==> config.mk <==
export PLATFORM = sky130hd
export DESIGN_NAME = cpu_run_ctrl
export DESIGN_NICKNAME = d
export VERILOG_FILES = /design/src/rtl/cpu_run_ctrl.sv
export SDC_FILE = /design/constraint.sdc
export NUM_CORES = 1
export LEC_CHECK = 0
export CAP_MARGIN = 5
export CORE_AREA = 2 2 60 90
export CTS_CLUSTER_SIZE = 28
export DETAILED_ROUTE_END_ITERATION = 6
export DIE_AREA = 0 0 62 92
export HOLD_SLACK_MARGIN = 0.02
export PLACE_DENSITY = 0.81
export SLEW_MARGIN = 10
export SYNTH_ARGS = -nofsm -noshare
export SYNTH_HDL_FRONTEND = slang
export SYNTH_SLANG_ARGS = --single-unit
==> constraint.sdc <==
create_clock -name Clock -period 2.06 [get_ports Clock]
set_clock_uncertainty 0.2 [all_clocks]
set_input_delay 0.309 -clock Clock [delete_from_list [all_inputs] [get_ports Clock]]
set_output_delay 0.309 -clock Clock [all_outputs]
set_load 0.005 [all_outputs]
==> src/rtl/cpu_run_ctrl.sv <==
// cpu_run_ctrl: run controller for the 16-bit CPU.
// It grants a bounded number of clock-enable cycles after a start request.
// The run ends early when the CPU reports a halt.
// Optional single-step mode is enabled by defining CPU_SINGLE_STEP_EN.
// Without the macro, StepMode and Step are ignored.
module cpu_run_ctrl #(
    parameter int CYCLE_W        = 16,
    parameter int DEFAULT_CYCLES = 30
) (
    input  logic               Clock,
    input  logic               Reset,
    input  logic               Start,
    input  logic [CYCLE_W-1:0] CycleCount,
    input  logic               Halt,
    input  logic               StepMode,
    input  logic               Step,
    output logic               CpuEnable,
    output logic               Busy,
    output logic               Done,
    output logic               HaltedEarly,
    output logic [CYCLE_W-1:0] CyclesRun
);

    typedef enum logic [1:0] {IDLE, RUN, STEP_WAIT, DONE} state_t;

`ifdef CPU_SINGLE_STEP_EN
    localparam bit STEP_EN = 1'b1;
`else
    localparam bit STEP_EN = 1'b0;
`endif

    localparam logic [CYCLE_W-1:0] DEF_CYC = CYCLE_W'(DEFAULT_CYCLES);

    state_t             state;
    logic [CYCLE_W-1:0] target;
    logic [CYCLE_W-1:0] cnt_nxt;
    logic               last_cyc;
    logic               step_mode;
    logic               step_go;

    // When the feature is compiled out, these terms are constant 0.
    // That leaves STEP_WAIT unreachable.
    assign step_mode = STEP_EN & StepMode;
    assign step_go   = STEP_EN & Step;
    assign cnt_nxt   = CyclesRun + 1'b1;
    assign last_cyc  = (cnt_nxt == target);

    // Run-control FSM. Every output is a flop updated together with the state.
    always_ff @(posedge Clock or posedge Reset) begin
        if (Reset) begin
            state       <= IDLE;
            target      <= '0;
            CpuEnable   <= 1'b0;
            Busy        <= 1'b0;
            Done        <= 1'b0;
            HaltedEarly <= 1'b0;
            CyclesRun   <= '0;
        end else begin
            case (state)
                IDLE, DONE: begin
                    if (Start) begin
                        target      <= (CycleCount == '0) ? DEF_CYC : CycleCount;
                        CyclesRun   <= '0;
                        HaltedEarly <= 1'b0;
                        Done        <= 1'b0;
                        Busy        <= 1'b1;
                        // In step mode, a run starts parked.
                        // No cycle is granted until the first Step.
                        if (step_mode) begin
                            state     <= STEP_WAIT;
                            CpuEnable <= 1'b0;
                        end else begin
                            state     <= RUN;
                            CpuEnable <= 1'b1;
                        end
                    end
                end
                RUN, STEP_WAIT: begin
                    if (CpuEnable) begin
                        // This edge closes one enabled cycle, so it is counted.
                        CyclesRun <= cnt_nxt;
                        if (last_cyc || Halt) begin
                            // Halt on the final cycle still reports an early halt.
                            HaltedEarly <= Halt;
                            CpuEnable   <= 1'b0;
                            Busy        <= 1'b0;
                            Done        <= 1'b1;
                            state       <= DONE;
                        end else if (step_mode) begin
                            CpuEnable <= 1'b0;
                            state     <= STEP_WAIT;
                        end else begin
                            CpuEnable <= 1'b1;
                            state     <= RUN;
                        end
                    end else if (state == STEP_WAIT) begin
                        if (step_go) begin
                            // Grant exactly one cycle.
                            // The next edge counts it and re-evaluates StepMode.
                            CpuEnable <= 1'b1;
                        end else if (!step_mode) begin
                            // StepMode dropped while parked, so resume free running.
                            CpuEnable <= 1'b1;
                            state     <= RUN;
                        end
                    end
                end
                default: state <= IDLE;
            endcase
        end
    end

endmodule

# --- Yosys cells after proc, flatten, opt, wreduce, memory -nomap -nowiden ---
# Index checks and enable logic that the tools add are counted.
# Widths: inputs -> output; s select.
classes:
  muxes: 24
  n_addsub: 1
  n_reduce_logical: 9
  n_eq_ne: 8
op_table:
  columns: ["cell", "count"]
  rows:
  - ["$mux 16", 3]
  - ["$pmux 16 s2", 1]
  - ["$add 16x1->16 const B", 1]
  - ["$eq 16x16->1", 1]
  - ["$logic_not 16->1", 1]
  - ["$mux 1", 11]
  - ["$mux 2", 4]
  - ["$pmux 1 s2", 4]
  - ["$ne 2x2->1 const B", 3]
  - ["$reduce_and 2->1", 3]
  - ["$eq 2x2->1 const B", 2]
  - ["$pmux 2 s2", 1]
  - ["$reduce_or 2->1", 2]
  - ["$ne 3x3->1 const B", 1]
  - ["$reduce_and 3->1", 1]
  - ["$eq 2x1->1 const B", 1]
  - ["$logic_not 2->1", 1]
  - ["$logic_or 1x1->1", 1]
word_totals:
  in_bits: 22
  reg_bits: 38
  output_inout_bits: 20
  word_cells: 49

# --- Logic depth before layout (Yosys ltp) ---
depth:
  depth_word: 6
  ltp_mapped: 8
  ltp_nobuf: 7

# --- Worst setup path before layout ---
# No wires, ideal clock.
synth_path:
  path_type: "reg2reg"
  start: "register CyclesRun[0]"
  end: "register HaltedEarly"
  path_buffers: 0
  path_stages_with_launch: 8
  required_ns: 1.729
  setup_ns: 0.131
  setup_slack_ns: -0.243
  period_less_slack_ns: 2.303
  arrival_time_ns: 1.972
  cell_sequence: "dfrtp_1 > ha_1 > nand3_2 > nor3_1 > xnor2_1 > o2111ai_2 > nor4_4 > o21bai_1"
synth_via:
  elab_chain_cells: 5
synth_rtl:
  columns: ["item", "line_no", "source"]
  rows:
  - ["start: declaration", "21", "output logic [CYCLE_W-1:0] CyclesRun"]
  - ["start signal: assignment", "81", "CyclesRun <= cnt_nxt;"]
  - ["$add 16x1->16", "45", "assign cnt_nxt = CyclesRun + 1'b1;"]
  - ["$eq 16x16->1", "46", "assign last_cyc = (cnt_nxt == target);"]
  - ["$logic_or 1x1->1", "82", "if (last_cyc || Halt) begin"]
  - ["$ne 2x2->1 (no source line)", null, null]
  - ["$reduce_and 3->1 (no source line)", null, null]
  - ["end signal: assignment", "84", "HaltedEarly <= Halt;"]
  - ["end: declaration", "20", "output logic HaltedEarly,"]
# Every way passes these cells.
# A chain may end at the register's enable or synchronous reset.

# --- Worst setup path after layout ---
layout_path:
  start: "register CyclesRun[0]"
  end: "register state[1]"
layout_via:
  elab_chain_cells: 6
layout_rtl:
  columns: ["item", "line_no", "source"]
  rows:
  - ["$add 16x1->16", "45", null]
  - ["$eq 16x16->1", "46", null]
  - ["$logic_or 1x1->1", "82", null]
  - ["$mux 2", "82", null]
  - ["$mux 2", "79", "if (CpuEnable) begin"]
  - ["$pmux 2 s2", "59", "case (state)"]
  - ["end signal: assignment", "70", "state <= STEP_WAIT;"]
  - ["end signal: assignment", "88", "state <= DONE;"]
  - ["end signal: assignment", "91", "state <= STEP_WAIT;"]
  - ["end: declaration", "34", "state_t state;"]
# Every way passes these cells.

==> flow_metrics.tcl <==
set metrics [dict create \
    cp-startpoint "CyclesRun[0]$_DFFE_PP0P_" \
    wirelength_microns 6080 \
    fin_nets 348 \
    drtPass1Iterations 5 \
    cts_tree "done" \
    path_clk_slew_ps 90 \
    critPathLaunchType "register" \
    die_w_microns 62 \
    p_per_area_mw_per_mm2 1060 \
    io_buffers 39 \
    areaGrowthSynthToFinish_pct 46.4 \
    drc_errors 0 \
    gp_congestion 0.825 \
    slew_viol_final 0 \
    worstSetupEndpointType "register" \
    hold_viol 0 \
    dp_cells 380 \
    violations "setup timing" \
    drt-initial-drc-count 108 \
    syn_inst 241 \
    path_cells "ha_4, and3_4, mux2i_1, o22ai_1, o211ai_2, nor4_4, buf_4, or3_1" \
    grt_use_total 0.228 \
    post_drt_wl_per_cell_microns 15.5 \
    slowest_delay_ps 400 \
    viasPerCell 5.48 \
    avgSynthCellArea_sq_um 9.19 \
    grt_pass1_wl_microns 9740 \
    die_y_microns 92 \
    n_antenna_cell 0 \
    setup_viol 5 \
    syn-cell-area_sq_mm 0.00221 \
    fillers 405 \
    grt_max_degree 20 \
    rsz0062_at_grt "true" \
    final_cell_mix "nand2_1, buf_4, clkdlybuf4s50_1" \
    yosys_warnings 0 \
    insertion_delay_ps 300 \
    dp_hpwl_microns 4240 \
    finalCritPeriodShare 1.07 \
    fin_ws_ps -152 \
    postCtsHoldBufs 0 \
    ir_worst_vdd_uv 758 \
    required_ps 2020 \
    cts_sinks 38 \
    path_max_fanout 5 \
    critPathSlowestCell "dfrtp_2" \
    criticalPathCategory "register to register" \
    grt_pass1_vias 2095 \
    dp_slack_ps -215 \
    ant_nets 0 \
    cts-root-buf "clkbuf_8" \
    ios 42 \
    hold_class "input port to asynchronous set/reset pin" \
    p_leak_nw 1.46 \
    grt_overflow_total 0 \
    htree_levels 2 \
    status "complete, but fails checks" \
    core_area_sq_mm 0.00500 \
    stdcell_count 393 \
    numCtsBuffers 5 \
    relSlewSlack 0.674 \
    timing.rr.start "CyclesRun[0]$_DFFE_PP0P_" \
    syn_nets 265 \
    antenna_found_initial 0 \
    arrival_ps 2180 \
    synthDistinctLibCells 45 \
    setup-tns-final_ps -614 \
    cts_buffer_depth 2 \
    rows 32 \
    drive_gt1_frac 0.286 \
    drv_cap 0 \
    worstMarginPinSlew_ps 489 \
    min_period_ps 2210 \
    dieArea_sq_mm 0.00570 \
    vias 2153 \
    start_util 0.442 \
    fmax_ghz 0.452 \
    ys_ff_latch 38 \
    synth-seq-area-share 0.429 \
    power_w 0.00342 \
]
## layout make-up
type                            instances  area, sq um  area share
Inverter                                2         7.51     0.00231
Clock buffer                            7         86.3      0.0266
Timing Repair Buffer                   90          774       0.239
Multi-Input combinational cell        187         1330       0.409
Sequential cell                        38          958       0.296
Clock inverter                          1         5.00     0.00154
Tap cell                               68         85.1      0.0262
## worst max-delay path, delay by kind of cell, from the launching register on
| family | cells | cell delay [ps] |
|---|---|---|
| AOI/OAI and AO/OA | 2 | 300 |
| muxes | 1 | 220 |
| and+or+nand+nor | 3 | 610 |
| adders and majority gates | 1 | 190 |
| buffers and inverters | 1 | 150 |
| DFF | 1 | 400 |
## path summary, 6_finish.rpt
| check | cells after the start | slack, ps | endpoint |
|---|---|---|---|
| setup / recovery | 8 | -150 | state[1]$_DFFE_PP0P_ |
| hold / removal | 2 | 120 | CpuEnable$_DFFE_PP0P_ |
| setup reg to reg | 8 | -150 | state[1]$_DFFE_PP0P_ |
| hold reg to reg | 1 | 290 | state[0]$_DFFE_PP0P_ |
| max in group asynchronous | 3 | 940 | target[15]$_DFFE_PP0P_ |
| min in group Clock | 1 | 290 | state[0]$_DFFE_PP0P_ |
## routing by layer
metal | vias to the layer above | track usage | part of all wire
met3 | 27 | 0.0395 | 0.053
met1 | 1016 | 0.282 | 0.37
li1 | 1012 | - | -
met5 | - | 0 | 0
met4 | 0 | 0.122 | 0.047
met2 | 98 | 0.363 | 0.53
## metrics by stage
stage	utilization	instance area [sq um]	hold slack, ps
detailed placement	0.601	3010	261
CTS	0.630	3150	138
finish	0.648	3240	124
global route	0.648	3240	187
global placement	0.601	3010	257
floorplan	-	2270	214
## what timing repair did
item / CTS / global route
gates resized for setup: 8 / 16
pin swaps: 8 / 7
setup endpoints to repair: 5 / 14
buffers inserted: 3 / 2
## power by group
part | internal, W | switching [W]
combinational | 0.000853 | 0.000844
sequential | 0.000980 | 0.000212
clock | 0.000270 | 0.000265
total | 0.00210 | 0.00132
## state kept, by name, summed over array words and instances, names as in the netlist
register / count
target: 16
state: 2
CyclesRun: 16
Done: 1
Busy: 1
HaltedEarly: 1
CpuEnable: 1
## logic make-up (layout without fill, tap and decap cells)
family	after synthesis	count (layout)	synth area share
adders and majority gates	2	2	0.0113
and+or+nand+nor	107	107	0.259
xor gates and xnor gates	24	24	0.0949
buffers and inverters	16	100	0.0424
muxes	1	1	0.00452
DFF	38	38	0.429
AOI/OAI and AO/OA	53	53	0.158
## cells in the mapped netlist (all sizes together)
| master | count | share of area |
|---|---|---|
| dfrtp | 38 | 0.43 |
| o31ai | 8 | 0.027 |
| o31a | 1 | 0.0040 |
| buf | 7 | 0.027 |
| mux2i | 1 | 0.0045 |
| o21bai | 2 | 0.0068 |
| nor3 | 4 | 0.0090 |
| and2 | 3 | 0.0085 |
| nand4 | 5 | 0.020 |
| nand2b | 2 | 0.0068 |
| and4 | 1 | 0.0040 |
| inv | 2 | 0.0034 |
| nand2 | 51 | 0.086 |
| o2111ai | 1 | 0.0068 |
| nand3 | 8 | 0.025 |
| a22o | 1 | 0.0040 |
| o211ai | 1 | 0.0056 |
| nor4 | 9 | 0.045 |
| or3 | 2 | 0.0056 |
| xnor2 | 18 | 0.071 |
| clkbuf | 7 | 0.012 |
| nor2 | 15 | 0.025 |
| a21oi | 5 | 0.011 |
| a31oi | 3 | 0.0085 |
| o41ai | 1 | 0.0040 |
| ha | 2 | 0.011 |
| nor3b | 2 | 0.0090 |
| o22a | 4 | 0.016 |
| nor2b | 2 | 0.0056 |
| xor2 | 6 | 0.024 |
| a21o | 1 | 0.0034 |
| and3 | 2 | 0.0056 |
| and3b | 1 | 0.0040 |
| o21ai | 22 | 0.050 |
| a41o | 1 | 0.0045 |
| o22ai | 1 | 0.0028 |
| a211o | 1 | 0.0040 |
No activity file was read; power rests on OpenSTA's default activity.
